--- src/rtl/rv32imf_pkg.sv ---
`default_nettype none
// ============================================================================
// Module      : rv32imf_pkg
// Description : Shared APU widths and arbiter FSM state encoding.
// Revision    : 1.0 - initial release
// ============================================================================
package rv32imf_pkg;

    localparam int APU_NARGS    = 3;
    localparam int APU_WOP      = 6;
    localparam int APU_NDSFLAGS = 15;
    localparam int APU_NUSFLAGS = 5;
    localparam int APU_DATA_W   = 32;

    typedef enum logic [0:0] {
        ARB  = 1'b0,
        HOLD = 1'b1
    } apu_arb_state_e;

endpackage
`default_nettype wire

--- src/rtl/rv32imf_apu_arbiter_if.sv ---
`default_nettype none
// ============================================================================
// Module      : rv32imf_apu_arbiter_if
// Description : Request/response channel between the arbiter and the FP unit.
// Revision    : 1.0 - initial release
// ============================================================================
interface rv32imf_apu_arbiter_if;
    import rv32imf_pkg::*;

    logic                                 apu_req_o;
    logic                                 apu_gnt_i;
    logic [APU_NARGS-1:0][APU_DATA_W-1:0] apu_operands_o;
    logic [APU_WOP-1:0]                   apu_op_o;
    logic [APU_NDSFLAGS-1:0]              apu_flags_o;
    logic                                 apu_rvalid_i;
    logic [APU_DATA_W-1:0]                apu_result_i;
    logic [APU_NUSFLAGS-1:0]              apu_flags_i;

    modport master (
        output apu_req_o, apu_operands_o, apu_op_o, apu_flags_o,
        input  apu_gnt_i, apu_rvalid_i, apu_result_i, apu_flags_i
    );

    modport slave (
        input  apu_req_o, apu_operands_o, apu_op_o, apu_flags_o,
        output apu_gnt_i, apu_rvalid_i, apu_result_i, apu_flags_i
    );

endinterface
`default_nettype wire

--- src/rtl/rv32imf_apu_tag_fifo.sv ---
`default_nettype none
// ============================================================================
// Module      : rv32imf_apu_tag_fifo
// Description : In-order FIFO of requester tags for granted APU operations.
// Revision    : 1.0 - initial release
// ============================================================================
module rv32imf_apu_tag_fifo #(
    parameter int DEPTH = 4,
    parameter int WIDTH = 1
) (
    input  wire logic             clk_i,
    input  wire logic             rst_ni,
    input  wire logic             push_i,
    input  wire logic [WIDTH-1:0] data_i,
    input  wire logic             pop_i,
    output logic      [WIDTH-1:0] head_o,
    output logic                  empty_o,
    output logic                  full_o
);

    localparam int PW = (DEPTH > 1) ? $clog2(DEPTH) : 1;
    localparam int CW = $clog2(DEPTH) + 1;

    logic [WIDTH-1:0] r_mem [DEPTH];
    logic [PW-1:0]    r_wr_ptr;
    logic [PW-1:0]    r_rd_ptr;
    logic [CW-1:0]    r_count;
    logic             w_do_push;
    logic             w_do_pop;

    assign empty_o   = (r_count == '0);
    assign full_o    = (r_count == CW'(DEPTH));
    assign w_do_push = push_i && !full_o;
    assign w_do_pop  = pop_i && !empty_o;
    assign head_o    = r_mem[r_rd_ptr];

    // DEPTH is a power of two, so the pointers wrap by plain overflow
    always_ff @(posedge clk_i or negedge rst_ni) begin
        if (!rst_ni) begin
            r_wr_ptr <= '0;
            r_rd_ptr <= '0;
            r_count  <= '0;
        end else begin
            if (w_do_push) begin
                r_wr_ptr <= r_wr_ptr + PW'(1);
            end
            if (w_do_pop) begin
                r_rd_ptr <= r_rd_ptr + PW'(1);
            end
            case ({w_do_push, w_do_pop})
                2'b10:   r_count <= r_count + CW'(1);
                2'b01:   r_count <= r_count - CW'(1);
                default: r_count <= r_count;
            endcase
        end
    end

    always_ff @(posedge clk_i) begin
        if (w_do_push) begin
            r_mem[r_wr_ptr] <= data_i;
        end
    end

endmodule
`default_nettype wire

--- src/rtl/rv32imf_apu_arbiter.sv ---
`default_nettype none
// ============================================================================
// Module      : rv32imf_apu_arbiter
// Description : Round-robin arbiter sharing one in-order FP unit among cores.
// Revision    : 1.0 - initial release
// ============================================================================
module rv32imf_apu_arbiter
    import rv32imf_pkg::*;
#(
    parameter int NUM_REQ   = 2,
    parameter int MAX_OUTST = 4
) (
    input  wire logic                                              clk_i,
    input  wire logic                                              rst_ni,
    input  wire logic [NUM_REQ-1:0]                                req_i,
    output logic      [NUM_REQ-1:0]                                gnt_o,
    input  wire logic [NUM_REQ-1:0][APU_NARGS-1:0][APU_DATA_W-1:0] operands_i,
    input  wire logic [NUM_REQ-1:0][APU_WOP-1:0]                   op_i,
    input  wire logic [NUM_REQ-1:0][APU_NDSFLAGS-1:0]              flags_i,
    output logic      [NUM_REQ-1:0]                                rvalid_o,
    output logic      [APU_DATA_W-1:0]                             result_o,
    output logic      [APU_NUSFLAGS-1:0]                           rflags_o,
    rv32imf_apu_arbiter_if.master                                  apu,
    output logic                                                   busy_o,
    output logic                                                   spurious_o
);

    localparam int IW = $clog2(NUM_REQ);

    apu_arb_state_e r_state;
    apu_arb_state_e w_state_nxt;
    logic [IW-1:0]  r_rr_ptr;
    logic [IW-1:0]  w_rr_ptr_nxt;
    logic [IW-1:0]  r_lock_sel;
    logic [IW-1:0]  w_lock_sel_nxt;

    logic [NUM_REQ-1:0] w_req_rot;
    logic [IW-1:0]      w_ofs;
    logic [IW:0]        w_sum;
    logic [IW-1:0]      w_arb_sel;
    logic [IW-1:0]      w_sel;
    logic               w_apu_req;
    logic               w_hold_drop;
    logic               w_rsp_spurious;
    logic               w_push;
    logic               w_pop;
    logic [IW-1:0]      w_head;
    logic               w_fifo_empty;
    logic               w_fifo_full;

    // Rotate so bit 0 is rr_ptr; the lowest set bit is the round-robin winner
    always_comb begin
        w_req_rot = NUM_REQ'({req_i, req_i} >> r_rr_ptr);
        w_ofs     = '0;
        for (int i = NUM_REQ - 1; i >= 0; i--) begin
            if (w_req_rot[i]) begin
                w_ofs = IW'(i);
            end
        end
        w_sum = {1'b0, r_rr_ptr} + {1'b0, w_ofs};
        if (w_sum >= (IW+1)'(NUM_REQ)) begin
            w_sum = w_sum - (IW+1)'(NUM_REQ);
        end
        w_arb_sel = w_sum[IW-1:0];
    end

    // Request/response qualification; everything is silenced while in reset
    always_comb begin
        w_sel       = (r_state == HOLD) ? r_lock_sel : w_arb_sel;
        w_apu_req   = 1'b0;
        w_hold_drop = 1'b0;
        if (rst_ni) begin
            if (r_state == HOLD) begin
                w_apu_req   = req_i[r_lock_sel];
                w_hold_drop = !req_i[r_lock_sel];
            end else begin
                w_apu_req   = (|req_i) && !w_fifo_full;
            end
        end
        w_push         = w_apu_req && apu.apu_gnt_i;
        w_pop          = rst_ni && apu.apu_rvalid_i && !w_fifo_empty;
        w_rsp_spurious = rst_ni && apu.apu_rvalid_i && w_fifo_empty;
    end

    always_comb begin
        w_state_nxt    = r_state;
        w_lock_sel_nxt = r_lock_sel;
        w_rr_ptr_nxt   = r_rr_ptr;
        case (r_state)
            ARB: begin
                if (w_apu_req && !apu.apu_gnt_i) begin
                    w_state_nxt    = HOLD;
                    w_lock_sel_nxt = w_arb_sel;
                end
            end
            HOLD: begin
                if (w_hold_drop || w_push) begin
                    w_state_nxt = ARB;
                end
            end
            default: w_state_nxt = ARB;
        endcase
        if (w_push) begin
            w_rr_ptr_nxt = (w_sel == IW'(NUM_REQ - 1)) ? '0 : w_sel + IW'(1);
        end
    end

    always_ff @(posedge clk_i or negedge rst_ni) begin
        if (!rst_ni) begin
            r_state    <= ARB;
            r_rr_ptr   <= '0;
            r_lock_sel <= '0;
        end else begin
            r_state    <= w_state_nxt;
            r_rr_ptr   <= w_rr_ptr_nxt;
            r_lock_sel <= w_lock_sel_nxt;
        end
    end

    rv32imf_apu_tag_fifo #(
        .DEPTH (MAX_OUTST),
        .WIDTH (IW)
    ) u_tag_fifo (
        .clk_i   (clk_i),
        .rst_ni  (rst_ni),
        .push_i  (w_push),
        .data_i  (w_sel),
        .pop_i   (w_pop),
        .head_o  (w_head),
        .empty_o (w_fifo_empty),
        .full_o  (w_fifo_full)
    );

    always_comb begin
        gnt_o    = '0;
        rvalid_o = '0;
        if (w_push) begin
            gnt_o[w_sel] = 1'b1;
        end
        if (w_pop) begin
            rvalid_o[w_head] = 1'b1;
        end
    end

    assign apu.apu_req_o      = w_apu_req;
    assign apu.apu_operands_o = operands_i[w_sel];
    assign apu.apu_op_o       = op_i[w_sel];
    assign apu.apu_flags_o    = flags_i[w_sel];

    assign result_o   = apu.apu_result_i;
    assign rflags_o   = apu.apu_flags_i;
    assign busy_o     = !w_fifo_empty || w_apu_req;
    assign spurious_o = w_hold_drop || w_rsp_spurious;

endmodule
`default_nettype wire

--- src/flat_wrapper.sv ---
// flat-port wrapper written by rule: the top's interface ports become plain ports
module rv32imf_apu_arbiter_flat import rv32imf_pkg::*;
#(
    parameter int NUM_REQ   = 2,
    parameter int MAX_OUTST = 4
)
  (clk_i, rst_ni, req_i, gnt_o, operands_i, op_i, flags_i, rvalid_o, result_o, rflags_o, busy_o, spurious_o, apu_apu_req_o, apu_apu_operands_o, apu_apu_op_o, apu_apu_flags_o, apu_apu_gnt_i, apu_apu_rvalid_i, apu_apu_result_i, apu_apu_flags_i);
  rv32imf_apu_arbiter_if apu_i ();
  input  wire logic clk_i;
  input  wire logic rst_ni;
  input  wire logic [NUM_REQ-1:0] req_i;
  output logic      [NUM_REQ-1:0] gnt_o;
  input  wire logic [NUM_REQ-1:0][APU_NARGS-1:0][APU_DATA_W-1:0] operands_i;
  input  wire logic [NUM_REQ-1:0][APU_WOP-1:0] op_i;
  input  wire logic [NUM_REQ-1:0][APU_NDSFLAGS-1:0] flags_i;
  output logic      [NUM_REQ-1:0] rvalid_o;
  output logic      [APU_DATA_W-1:0] result_o;
  output logic      [APU_NUSFLAGS-1:0] rflags_o;
  output logic busy_o;
  output logic spurious_o;
  output wire logic [$bits(apu_i.apu_req_o)-1:0] apu_apu_req_o;
  output wire logic [$bits(apu_i.apu_operands_o)-1:0] apu_apu_operands_o;
  output wire logic [$bits(apu_i.apu_op_o)-1:0] apu_apu_op_o;
  output wire logic [$bits(apu_i.apu_flags_o)-1:0] apu_apu_flags_o;
  input wire logic [$bits(apu_i.apu_gnt_i)-1:0] apu_apu_gnt_i;
  input wire logic [$bits(apu_i.apu_rvalid_i)-1:0] apu_apu_rvalid_i;
  input wire logic [$bits(apu_i.apu_result_i)-1:0] apu_apu_result_i;
  input wire logic [$bits(apu_i.apu_flags_i)-1:0] apu_apu_flags_i;
  assign apu_apu_req_o = apu_i.apu_req_o;
  assign apu_apu_operands_o = apu_i.apu_operands_o;
  assign apu_apu_op_o = apu_i.apu_op_o;
  assign apu_apu_flags_o = apu_i.apu_flags_o;
  assign apu_i.apu_gnt_i = apu_apu_gnt_i;
  assign apu_i.apu_rvalid_i = apu_apu_rvalid_i;
  assign apu_i.apu_result_i = apu_apu_result_i;
  assign apu_i.apu_flags_i = apu_apu_flags_i;
  rv32imf_apu_arbiter #(.NUM_REQ(NUM_REQ), .MAX_OUTST(MAX_OUTST)) u_core (.clk_i(clk_i), .rst_ni(rst_ni), .req_i(req_i), .gnt_o(gnt_o), .operands_i(operands_i), .op_i(op_i), .flags_i(flags_i), .rvalid_o(rvalid_o), .result_o(result_o), .rflags_o(rflags_o), .apu(apu_i), .busy_o(busy_o), .spurious_o(spurious_o));
endmodule
--- config.mk ---
export PLATFORM = sky130hd
export DESIGN_NAME = rv32imf_apu_arbiter_flat
export DESIGN_NICKNAME = d
export VERILOG_FILES = /design/src/rtl/rv32imf_pkg.sv /design/src/rtl/rv32imf_apu_arbiter_if.sv /design/src/rtl/rv32imf_apu_tag_fifo.sv /design/src/rtl/rv32imf_apu_arbiter.sv /design/src/flat_wrapper.sv
export SDC_FILE = /design/constraint.sdc
export NUM_CORES = 1
export LEC_CHECK = 0
export BUFFER_PORTS_ARGS = -buffer_cell sky130_fd_sc_hd__buf_2
export CAP_MARGIN = 0
export CELL_PAD_IN_SITES_DETAIL_PLACEMENT = 0
export CELL_PAD_IN_SITES_GLOBAL_PLACEMENT = 1
export CORE_AREA = 2 2 173 175
export CTS_CLUSTER_DIAMETER = 200
export DETAILED_ROUTE_END_ITERATION = 8
export DIE_AREA = 0 0 175 177
export GPL_TIMING_DRIVEN = 0
export PLACE_DENSITY_LB_ADDON = 0.1
export SLEW_MARGIN = 20
export SYNTH_ARGS = -nofsm -noshare
export SYNTH_HDL_FRONTEND = slang
export SYNTH_SLANG_ARGS = --single-unit
export TNS_END_PERCENT = 20
--- constraint.sdc ---
create_clock -name clk_i -period 3.2 [get_ports clk_i]
set_input_delay 0.96 -clock clk_i [delete_from_list [all_inputs] [get_ports clk_i]]
set_output_delay 0.96 -clock clk_i [all_outputs]
set_load 0.1 [all_outputs]
-- Word level (Yosys, flattened, before mapping)
Memory sizes are Yosys's and may differ from the RTL's.
Cells that the tools add are included.
- register bits: 10
- bits in writable memories: 4
- output and inout bits: 161
- word-level logic and storage cells: 75
- memories: 1
- memories (memory ; depth ; width ; read ports ; clocked after memory_dff ; wr ports ; line ; source):
    u_core.u_tag_fifo.r_mem ; 4 ; 1 ; 1 ; 0 ; 1 ; rv32imf_apu_tag_fifo.sv:24 ; logic [WIDTH-1:0] r_mem [DEPTH];
- add/sub/neg operators: 7
- order comparisons: 6
- equal/unequal tests: 3
- shifts and indexed selects: 1
- mux-type cells: 29
- bitwise operators: 1
- reductions and logical operators: 21
- operators by type and width (operator ; count):
    96-bit 2-to-1 mux ; 2
    15-bit 2-to-1 mux ; 2
    1-bit 2-to-1 mux ; 17
    6-bit 2-to-1 mux ; 2
    1-bit logical AND ; 10
    1-bit by 2-bit less-than comparator with 1-bit output, second input constant ; 3
    3-bit case mux with 2 select lines ; 1
    2-bit by 1-bit adder with 2-bit output, second input constant ; 2
    1-bit logical NOT ; 4
    2-bit 2-to-1 mux ; 2
    4-bit by 1-bit >> shifter with 2-bit output ; 1
    3-bit by 1-bit adder with 3-bit output, second input constant ; 1
    3-bit == test, second input constant ; 1
    3-bit logical NOT ; 1
    1-bit logical OR ; 3
    3-bit by 1-bit subtractor with 3-bit output, second input constant ; 1
    1-bit by 1-bit adder with 2-bit output ; 1
    1-bit demux with 1-bit select ; 2
    2-bit by 1-bit == test with 1-bit output, second input constant ; 1
    2-bit == test, second input constant ; 1
    1-bit >= comparator, second input constant ; 2
    2-bit >= comparator, second input constant ; 1
    1-bit case mux with 2 select lines ; 1
    2-bit AND reduction ; 1
    other kinds (5) ; 5

-- Logic depth before layout (Yosys ltp)
Gate-level depths: netlist of the first run.
- word-level depth: 12
- mapped depth: 11
- mapped depth without buffers: 10

-- Cells and area by module
A second synthesis of the first run with hierarchy kept.
- cell total of the unflattened synthesis: 240
- area total of the unflattened synthesis: 2551.2 um^2
- by module, submodules not included (module ; instances ; cells each ; area each (um^2)):
    rv32imf_apu_arbiter ; 1 ; 197 ; 1969.4
    rv32imf_apu_tag_fifo ; 1 ; 43 ; 581.8

-- Worst setup path after synthesis of the first run
Ideal clock, no wire load.
- kind: input port to output port
- start point: in req_i[1]
- end point: out gnt_o[0]
- arrival time: 5141 ps
- setup slack: -2901 ps
- stages on the path: 4
- cells stage by stage: o21ai_0 > o32ai_1 > nand2_1 > nor2_1
- RTL lines (what ; line ; source):
    start, declared ; flat_wrapper.sv:11 ; input wire logic [NUM_REQ-1:0] req_i;
    1-bit 2-to-1 mux (implied by the code) or 2-bit OR reduction (tied branches) ; rv32imf_apu_arbiter.sv:74, rv32imf_apu_arbiter.sv:77 ;
    1-bit 2-to-1 mux (implied by the code) or 1-bit logical AND (tied branches) ; rv32imf_apu_arbiter.sv:74, rv32imf_apu_arbiter.sv:77 ;
    1-bit 2-to-1 mux (*) ; rv32imf_apu_arbiter.sv:73 ; if (r_state == HOLD) begin
    1-bit 2-to-1 mux (*) ; rv32imf_apu_arbiter.sv:72 ; if (rst_ni) begin
    net apu_apu_req_o ; flat_wrapper.sv:21 ; output wire logic [$bits(apu_i.apu_req_o)-1:0] apu_apu_req_o;
    1-bit logical AND (*) ; rv32imf_apu_arbiter.sv:80 ; w_push = w_apu_req && apu.apu_gnt_i;
    2-bit 2-to-1 mux (*) ; rv32imf_apu_arbiter.sv:137 ; if (w_push) begin
    end, declared ; flat_wrapper.sv:12 ; output logic [NUM_REQ-1:0] gnt_o;
The timed path passes the listed nets; every way through them passes the cells marked *. The select of a mux whose other input is x is not followed.

-- Worst setup path after layout of the first run
- start point: in req_i[1]
- end point: out apu_apu_operands_o[55]
- cells in the longest elaborated chain, start to end: 9
- ends and longest elaborated chain (what ; line ; source):
    4-bit by 1-bit >> shifter with 2-bit output (*) ; rv32imf_apu_arbiter.sv:53 ; w_req_rot = NUM_REQ'({req_i, req_i} >> r_rr_ptr);
    1-bit 2-to-1 mux ; rv32imf_apu_arbiter.sv:56 ; if (w_req_rot[i]) begin
    1-bit 2-to-1 mux (*) ; rv32imf_apu_arbiter.sv:56 ;
    1-bit by 1-bit adder with 2-bit output (*) ; rv32imf_apu_arbiter.sv:60 ; w_sum = {1'b0, r_rr_ptr} + {1'b0, w_ofs};
    2-bit >= comparator or 1-bit subtractor (tied branches) ; rv32imf_apu_arbiter.sv:61, rv32imf_apu_arbiter.sv:62 ;
    1-bit 2-to-1 mux (*) ; rv32imf_apu_arbiter.sv:61 ; if (w_sum >= (IW+1)'(NUM_REQ)) begin
    1-bit 2-to-1 mux (*) ; rv32imf_apu_arbiter.sv:69 ; w_sel = (r_state == HOLD) ? r_lock_sel : w_arb_sel;
    96-bit 2-to-1 mux (implied by the code) (*) (2 in a row) ; rv32imf_apu_arbiter.sv:146 ; assign apu.apu_operands_o = operands_i[w_sel];
    end, declared ; flat_wrapper.sv:22 ; output wire logic [$bits(apu_i.apu_operands_o)-1:0] apu_apu_operands_o;
Every way passes the cells marked *; elsewhere a longest branch is shown, timed or not. The select of a mux whose other input is x is not followed.

==> impl_metrics.env, run 1 <==
export IMPL_cts_made_buffers=3
export IMPL_status="complete, but fails checks"
export IMPL_grt_max_degree=16
export IMPL_startpoint_type="input pin"
export IMPL_die_y_um=177
export IMPL_final_nets=939
export IMPL_cts_root_buffer="clkbuf_16"
export IMPL_wl_per_cell_um=15.86
export IMPL_netlist_area_um2=2535
export IMPL_design_area_um2=6640
export IMPL_cpMostUsedCell="buf_12"
export IMPL_syn_inst=238
export IMPL_fmax_ghz=0.2828
export IMPL_clock_skew_ps=2.096
export IMPL_cts_max_level=1
export IMPL_ys_ff_latch=14
export IMPL_syn_nets=521
export IMPL_path_cells="buf_8 > maj3_2 > mux2i_4 > buf_12 > buf_16 > buf_12 > buf_12 > mux2_4 > buf_12"
export IMPL_finish_utilization_pct=22.71
export IMPL_synthDistinctLibCells=33
export IMPL_gp_congestion=0.7781
export IMPL_synth_top_cell_area_share_pct=43.09
export IMPL_via_count=3403
export IMPL_core_region_area_um2=29240
export IMPL_grt_pass1_vias=3470
export IMPL_ys_warn_count=0
export IMPL_die_area_um2=30980
export IMPL_clk_pin_slew_worst_paths_ps=50
export IMPL_ant_nets=0
export IMPL_port_buffers=400
export IMPL_crit_fanout=6
export IMPL_viasPerCell=3.253
export IMPL_critPathKind="in -> out"
export IMPL_yosys_area_top_type="mux2_1"
export IMPL_drt_wl_total_um=16590
export IMPL_fin_ws_ps=-335.7
export IMPL_cp_slowest_cell="maj3_2"
export IMPL_ctsHoldBuffers=0
export IMPL_critPathArrivalTime_ps=2580
export IMPL_violations="negative setup slack"
export IMPL_tightestPinTransition_ps=528.5
export IMPL_max_vdd_ir_drop_v=0.0004594
export IMPL_antenna_found_initial=2
export IMPL_hold_slack_ps=482.6
export IMPL_ios=438
export IMPL_grt_overflow_total=0
export IMPL_drtIter0Drc=37
export IMPL_finalCriticalPeriod_ps=3536
export IMPL_max_stage_delay_ps=320
export IMPL_syn_to_final_growth_pct=161.9
export IMPL_power_w=0.007948
export IMPL_synth_seq_area_share_pct=14.61
export IMPL_clk_latency_ps=240
export IMPL_grt_pass1_wl_um=22330
export IMPL_crit_required_ps=2240
export IMPL_cts_num_sinks=14
export IMPL_cts_tree="yes"
export IMPL_row_count=63
export IMPL_dpl_cell_area_um2=5154
export IMPL_drc=0
export IMPL_setup_viol=119
export IMPL_max_slew_margin_rel_pct=64.69
export IMPL_hp_class="reg -> reg"
export IMPL_finalHoldViolCount=0
export IMPL_cap_violations=0
export IMPL_drt_first_pass_iters=4
export IMPL_period_share_pct=110.5
export IMPL_final_max_slew_violation_count=0
export IMPL_power_leakage_nw=3.387
export IMPL_die_w_um=175
export IMPL_initial_core_util_pct=8.668
export IMPL_clockBufferDepth=2
export IMPL_endpoint_kind="output port"
export IMPL_rsz0062_at_grt="yes"
export IMPL_hpwl_um=14720
export IMPL_syn_avg_cell_area_um2=10.65
export IMPL_gr_usage_all_layers_pct=9.523
export IMPL_drive_above_1_share_pct=83.21
export IMPL_synth_area_leaders="mux2_1, buf_4, mux2_2"
export IMPL_powerDensity_nw_per_um2=1197
[layout make-up]
| type | instances | area (um2) |
|---|---|---|
| plain buffers | 52 | 515.5 |
| multi-input cells | 163 | 1937 |
| fillers | 3262 | 22600 |
| well taps | 390 | 488.0 |
| inverters | 9 | 37.54 |
| diodes | 1 | 2.502 |
| repair buffers | 413 | 3211 |
| clock buffers | 3 | 75.07 |
| flip-flops and latches | 14 | 370.4 |
| clock inverters | 1 | 3.754 |
[cells in the mapped netlist (all sizes together)]
master / number
mux2i: 3
mux4: 1
edfxtp: 4
nor3: 1
a22oi: 1
a21o: 1
nor2: 4
nor2b: 1
or3: 1
inv: 9
clkbuf: 1
nor4: 1
and3b: 1
nor3b: 1
buf: 51
xnor2: 4
o21ai: 2
fa: 1
nand2b: 1
nand3: 1
mux2: 120
ha: 5
and2: 5
o32ai: 1
dfrtp: 10
xor2: 2
maj3: 1
nand2: 3
a21oi: 1
[where the power goes]
| part | internal [W] | leakage (nW) | switching (W) |
|---|---|---|---|
| sequential | 0.000262 | 0.154 | 0.0000642 |
| clock | 0.000165 | 0.0385 | 0.0000700 |
| combinational | 0.00247 | 3.19 | 0.00491 |
| total | 0.00290 | 3.39 | 0.00505 |
[sequential cells by signal, indices dropped and copies added, names as in the netlist]
register / count
u_core.u_tag_fifo.r_count: 3
u_core.u_tag_fifo.r_rd_ptr: 2
u_core.u_tag_fifo.r_wr_ptr: 2
u_core.r_state: 1
u_core.u_tag_fifo.r_mem: 4
u_core.r_lock_sel: 1
u_core.r_rr_ptr: 1
[path summary, 6_finish.rpt]
| check | cells after the start | slack (ps) | startpoint | end |
|---|---|---|---|---|
| min | 1 | 480 | u_core.u_tag_fifo.r_rd_ptr[1] | u_core.u_tag_fifo.r_rd_ptr[1] |
| max | 9 | -340 | req_i[1] | apu_apu_operands_o[55] |
| min reg2reg | 1 | 480 | u_core.u_tag_fifo.r_rd_ptr[1] | u_core.u_tag_fifo.r_rd_ptr[1] |
| min in group asynchronous | 1 | 630 | rst_ni | u_core.r_lock_sel |
| max reg2reg | 10 | 660 | u_core.u_tag_fifo.r_count[0] | u_core.u_tag_fifo.r_count[2] |
| max in group asynchronous | 1 | 2310 | rst_ni | u_core.u_tag_fifo.r_rd_ptr[0] |
[stage by stage]
step | std cells | TNS [ps] | setup WS, ps
2_1_floorplan | 238 | -21900 | -462.9
3_3_place_gp | 1028 | -59540 | -571.7
3_5_place_dp | 1028 | -60950 | -585.9
4_1_cts | 1044 | -38450 | -402.0
5_1_grt | 1046 | -41810 | -415.1
6_report | 1046 | -32590 | -335.7
[cell usage in the layout, fill, tap and decap left out, drive strengths merged]
cell      netlist  routed
buf            51     462
mux2          120     120
dfrtp          10      10
inv             9       8
clkbuf          1       6
and2            5       5
ha              5       5
xnor2           4       4
edfxtp          4       4
nor2            4       4
nand2           3       3
mux2i           3       3
xor2            2       2
o21ai           2       2
diode           0       1
maj3            1       1
clkinvlp        0       1
or3             1       1
nand3           1       1
mux4            1       1
nor3b           1       1
o32ai           1       1
a21oi           1       1
and3b           1       1
nor3            1       1
nand2b          1       1
a22oi           1       1
nor2b           1       1
nor4            1       1
a21o            1       1
fa              1       1
clkinv          0       1
[repair_timing]
action | in CTS | in global routing
gates resized for setup | 291 | 91
hold endpoints to repair | 0 | 0
gates cloned | 4 | 0
endpoints found under the setup margin | 120 | 123
setup buffers | 8 | 2
pin swaps | 1 | 2
[critical path, delay by kind of cell]
kind	cells	cell delay, ps
adders and majority gates	1	320
muxes	2	490
buffers and inverters	6	790
[cells by family after synthesis]
| kind of cell | synth area share [%] |
|---|---|
| AO/OA/AOI/OAI | 1.530 |
| XOR/XNOR | 2.073 |
| adder cells (fa/ha/maj) | 3.702 |
| buffers and inverters | 17.92 |
| flip-flops | 14.61 |
| multiplexers | 55.87 |
| AND/OR/NAND/NOR | 4.294 |
[metal layers]
layer  part of all wire [%]  GRT usage [%]  up-vias  wire [um]
met5                   0.11              0        -         18
met4                   0.13         0.9375        2         22
met3                    5.7          1.439        4        947
met2                     56          18.84      150       9365
met1                     38          11.05     1597       6239
li1                       -              -     1650          -
(Power assumes the default switching activity.)
==> inputs of run 2 (changes only) <==
Clock period 3.2 ns to 3.5 ns, I/O delays scaled along.
==> run 2 against run 1 <==
The run still ends with negative setup slack left; critical path depth unchanged; register-to-register slack improved by 260 ps; non-clock buffer count up 1.
==> impl_metrics.env, run 2 (synthesis gave the netlist of run 1 again) <==
export IMPL_crit_fanout=6
export IMPL_powerDensity_nw_per_um2=1094
export IMPL_cts_num_sinks=14
export IMPL_dp_cells=1028
export IMPL_rsz0062_at_grt="yes"
export IMPL_status="complete, but fails checks"
export IMPL_max_slew_margin_rel_pct=62.32
export IMPL_drtIter0Drc=42
export IMPL_r2r_start="u_core.r_lock_sel"
export IMPL_tightestPinTransition_ps=564.0
export IMPL_finalCriticalPeriod_ps=3677
export IMPL_initial_core_util_pct=8.668
export IMPL_gp_congestion=0.8556
export IMPL_largest_register_ffs=4
export IMPL_clock_skew_ps=3.502
export IMPL_drive_above_1_share_pct=85.82
export IMPL_crit_required_ps=2450
export IMPL_critPathKind="in -> out"
export IMPL_core_region_area_um2=29240
export IMPL_max_vdd_ir_drop_v=0.0003806
export IMPL_final_nets=940
export IMPL_final_max_slew_violation_count=0
export IMPL_path_cells="buf_8 > inv_2 > maj3_2 > mux2i_4 > buf_6 > buf_16 > clkbuf_16 > mux2_4 > buf_12"
export IMPL_ctsHoldBuffers=0
export IMPL_clk_pin_slew_worst_paths_ps=50
export IMPL_cp_slowest_cell="mux2_4"
export IMPL_top_register="u_core.u_tag_fifo.r_mem"
export IMPL_die_area_um2=30980
export IMPL_power_leakage_nw=3.604
export IMPL_met2_usage_pct=17.47
export IMPL_reg_top3="u_core.u_tag_fifo.r_mem x4, u_core.u_tag_fifo.r_count x3"
export IMPL_hp_class="reg -> reg"
export IMPL_drc=0
export IMPL_worstHoldStart="u_core.u_tag_fifo.r_rd_ptr[1]"
export IMPL_antenna_found_initial=0
export IMPL_met1_usage_pct=9.421
export IMPL_final_cell_mix="buf_2, buf_12, mux2_4, buf_6, buf_4"
export IMPL_clk_latency_ps=240
export IMPL_reg2reg_depth=11
export IMPL_fin_ws_ps=-176.7
export IMPL_gr_usage_all_layers_pct=8.532
export IMPL_finish_utilization_pct=24.26
export IMPL_fmax_ghz=0.2720
export IMPL_stdcell_count=1046
export IMPL_worstHoldPathCells=1
export IMPL_viasPerCell=3.324
export IMPL_startpoint_type="input pin"
export IMPL_period_share_pct=105.0
export IMPL_grt_pass1_wl_um=20340
export IMPL_final_common_cell="buf_2"
export IMPL_die_y_um=177
export IMPL_cts_made_buffers=3
export IMPL_regToRegEndpoint="u_core.u_tag_fifo.r_count[2]"
export IMPL_violations="negative setup slack"
export IMPL_row_count=63
export IMPL_num_antenna_cells=0
export IMPL_setup_viol=118
export IMPL_die_w_um=175
export IMPL_use_met3_pct=1.246
export IMPL_clockBufferDepth=2
export IMPL_grt_max_degree=16
export IMPL_gr_max_usage_layer="met2"
export IMPL_via_count=3477
export IMPL_rrSetupSlack_ps=920
export IMPL_cts_tree="yes"
export IMPL_cap_violations=0
export IMPL_wl_per_cell_um=15.41
export IMPL_endpoint_kind="output port"
export IMPL_port_buffers=400
export IMPL_ios=438
export IMPL_cts_root_buffer="clkbuf_16"
export IMPL_grt_pass1_vias=3531
export IMPL_finalHoldViolCount=0
export IMPL_max_stage_delay_ps=330
export IMPL_grt_overflow_total=0
export IMPL_ant_nets=0
export IMPL_syn_to_final_growth_pct=179.9
export IMPL_critPathArrivalTime_ps=2630
export IMPL_min_to="u_core.u_tag_fifo.r_rd_ptr[1]"
export IMPL_drt_wl_total_um=16120
export IMPL_cts_max_level=1
export IMPL_drt_first_pass_iters=4
export IMPL_hpwl_um=13430
==> run 2: timing repair <==
item | 4_1_cts | 5_1_grt
gates cloned | 2 | 6
setup endpoints to repair | 119 | 119
gates resized for setup | 274 | 247
setup buffers | 4 | 2
pin swaps | 0 | 1
==> run 2: worst max-delay path: cells and delay by family <==
kind / cells / cell delay, ps
mux: 2 / 510
fa+ha+maj: 1 / 320
buf+inv: 6 / 730
==> run 2: stage by stage <==
step	instance area (um2)	hold WS, ps	total power (W)	setup slack (ps)	TNS [ps]
6_report	7094	483.8	0.007761	-176.7	-16420
5_1_grt	7094	497.1	0.008027	-244.5	-23220
4_1_cts	6097	485.5	0.006798	-257.3	-21620
3_5_place_dp	5075	477.8	0.005675	-499.1	-43290
3_3_place_gp	5075	482.8	0.005687	-497.9	-42420
2_1_floorplan	2585	452.8	0.004828	-342.9	-11570
==> run 2: cell type report <==
cell class,count,area (um2)
Clock buffer,3,75.07
Clock inverter,1,3.754
Sequential cell,14,370.4
Inverter,9,33.78
Buffer,52,534.3
Tap cell,390,488.0
Fill cell,3157,22150
Timing Repair Buffer,414,3618
Multi-Input combinational cell,163,1971
==> run 2: power breakdown <==
group          internal [W]  switching [W]  total [W]
clock network      0.000151      0.0000667   0.000218
logic               0.00264        0.00460    0.00725
registers          0.000240      0.0000583   0.000298
total               0.00303        0.00473    0.00776
==> run 2: worst max path at each step <==
stage	startpoint	endpoint	slack (ps)	cells past startpoint
6_report	req_i[0]	apu_apu_operands_o[26]	-180	9
5_1_grt	req_i[0]	apu_apu_operands_o[85]	-240	9
4_1_cts	req_i[1]	apu_apu_operands_o[76]	-260	8
3_5_place_dp	req_i[0]	apu_apu_operands_o[76]	-500	8
3_3_place_gp	req_i[0]	apu_apu_operands_o[76]	-500	8
2_1_floorplan	req_i[1]	gnt_o[0]	-340	4
==> run 2: metal layers <==
metal	up-vias	routed length [um]
met2	191	9170
li1	1644	-
met3	6	1060
met5	-	0
met4	0	78
met1	1636	5807
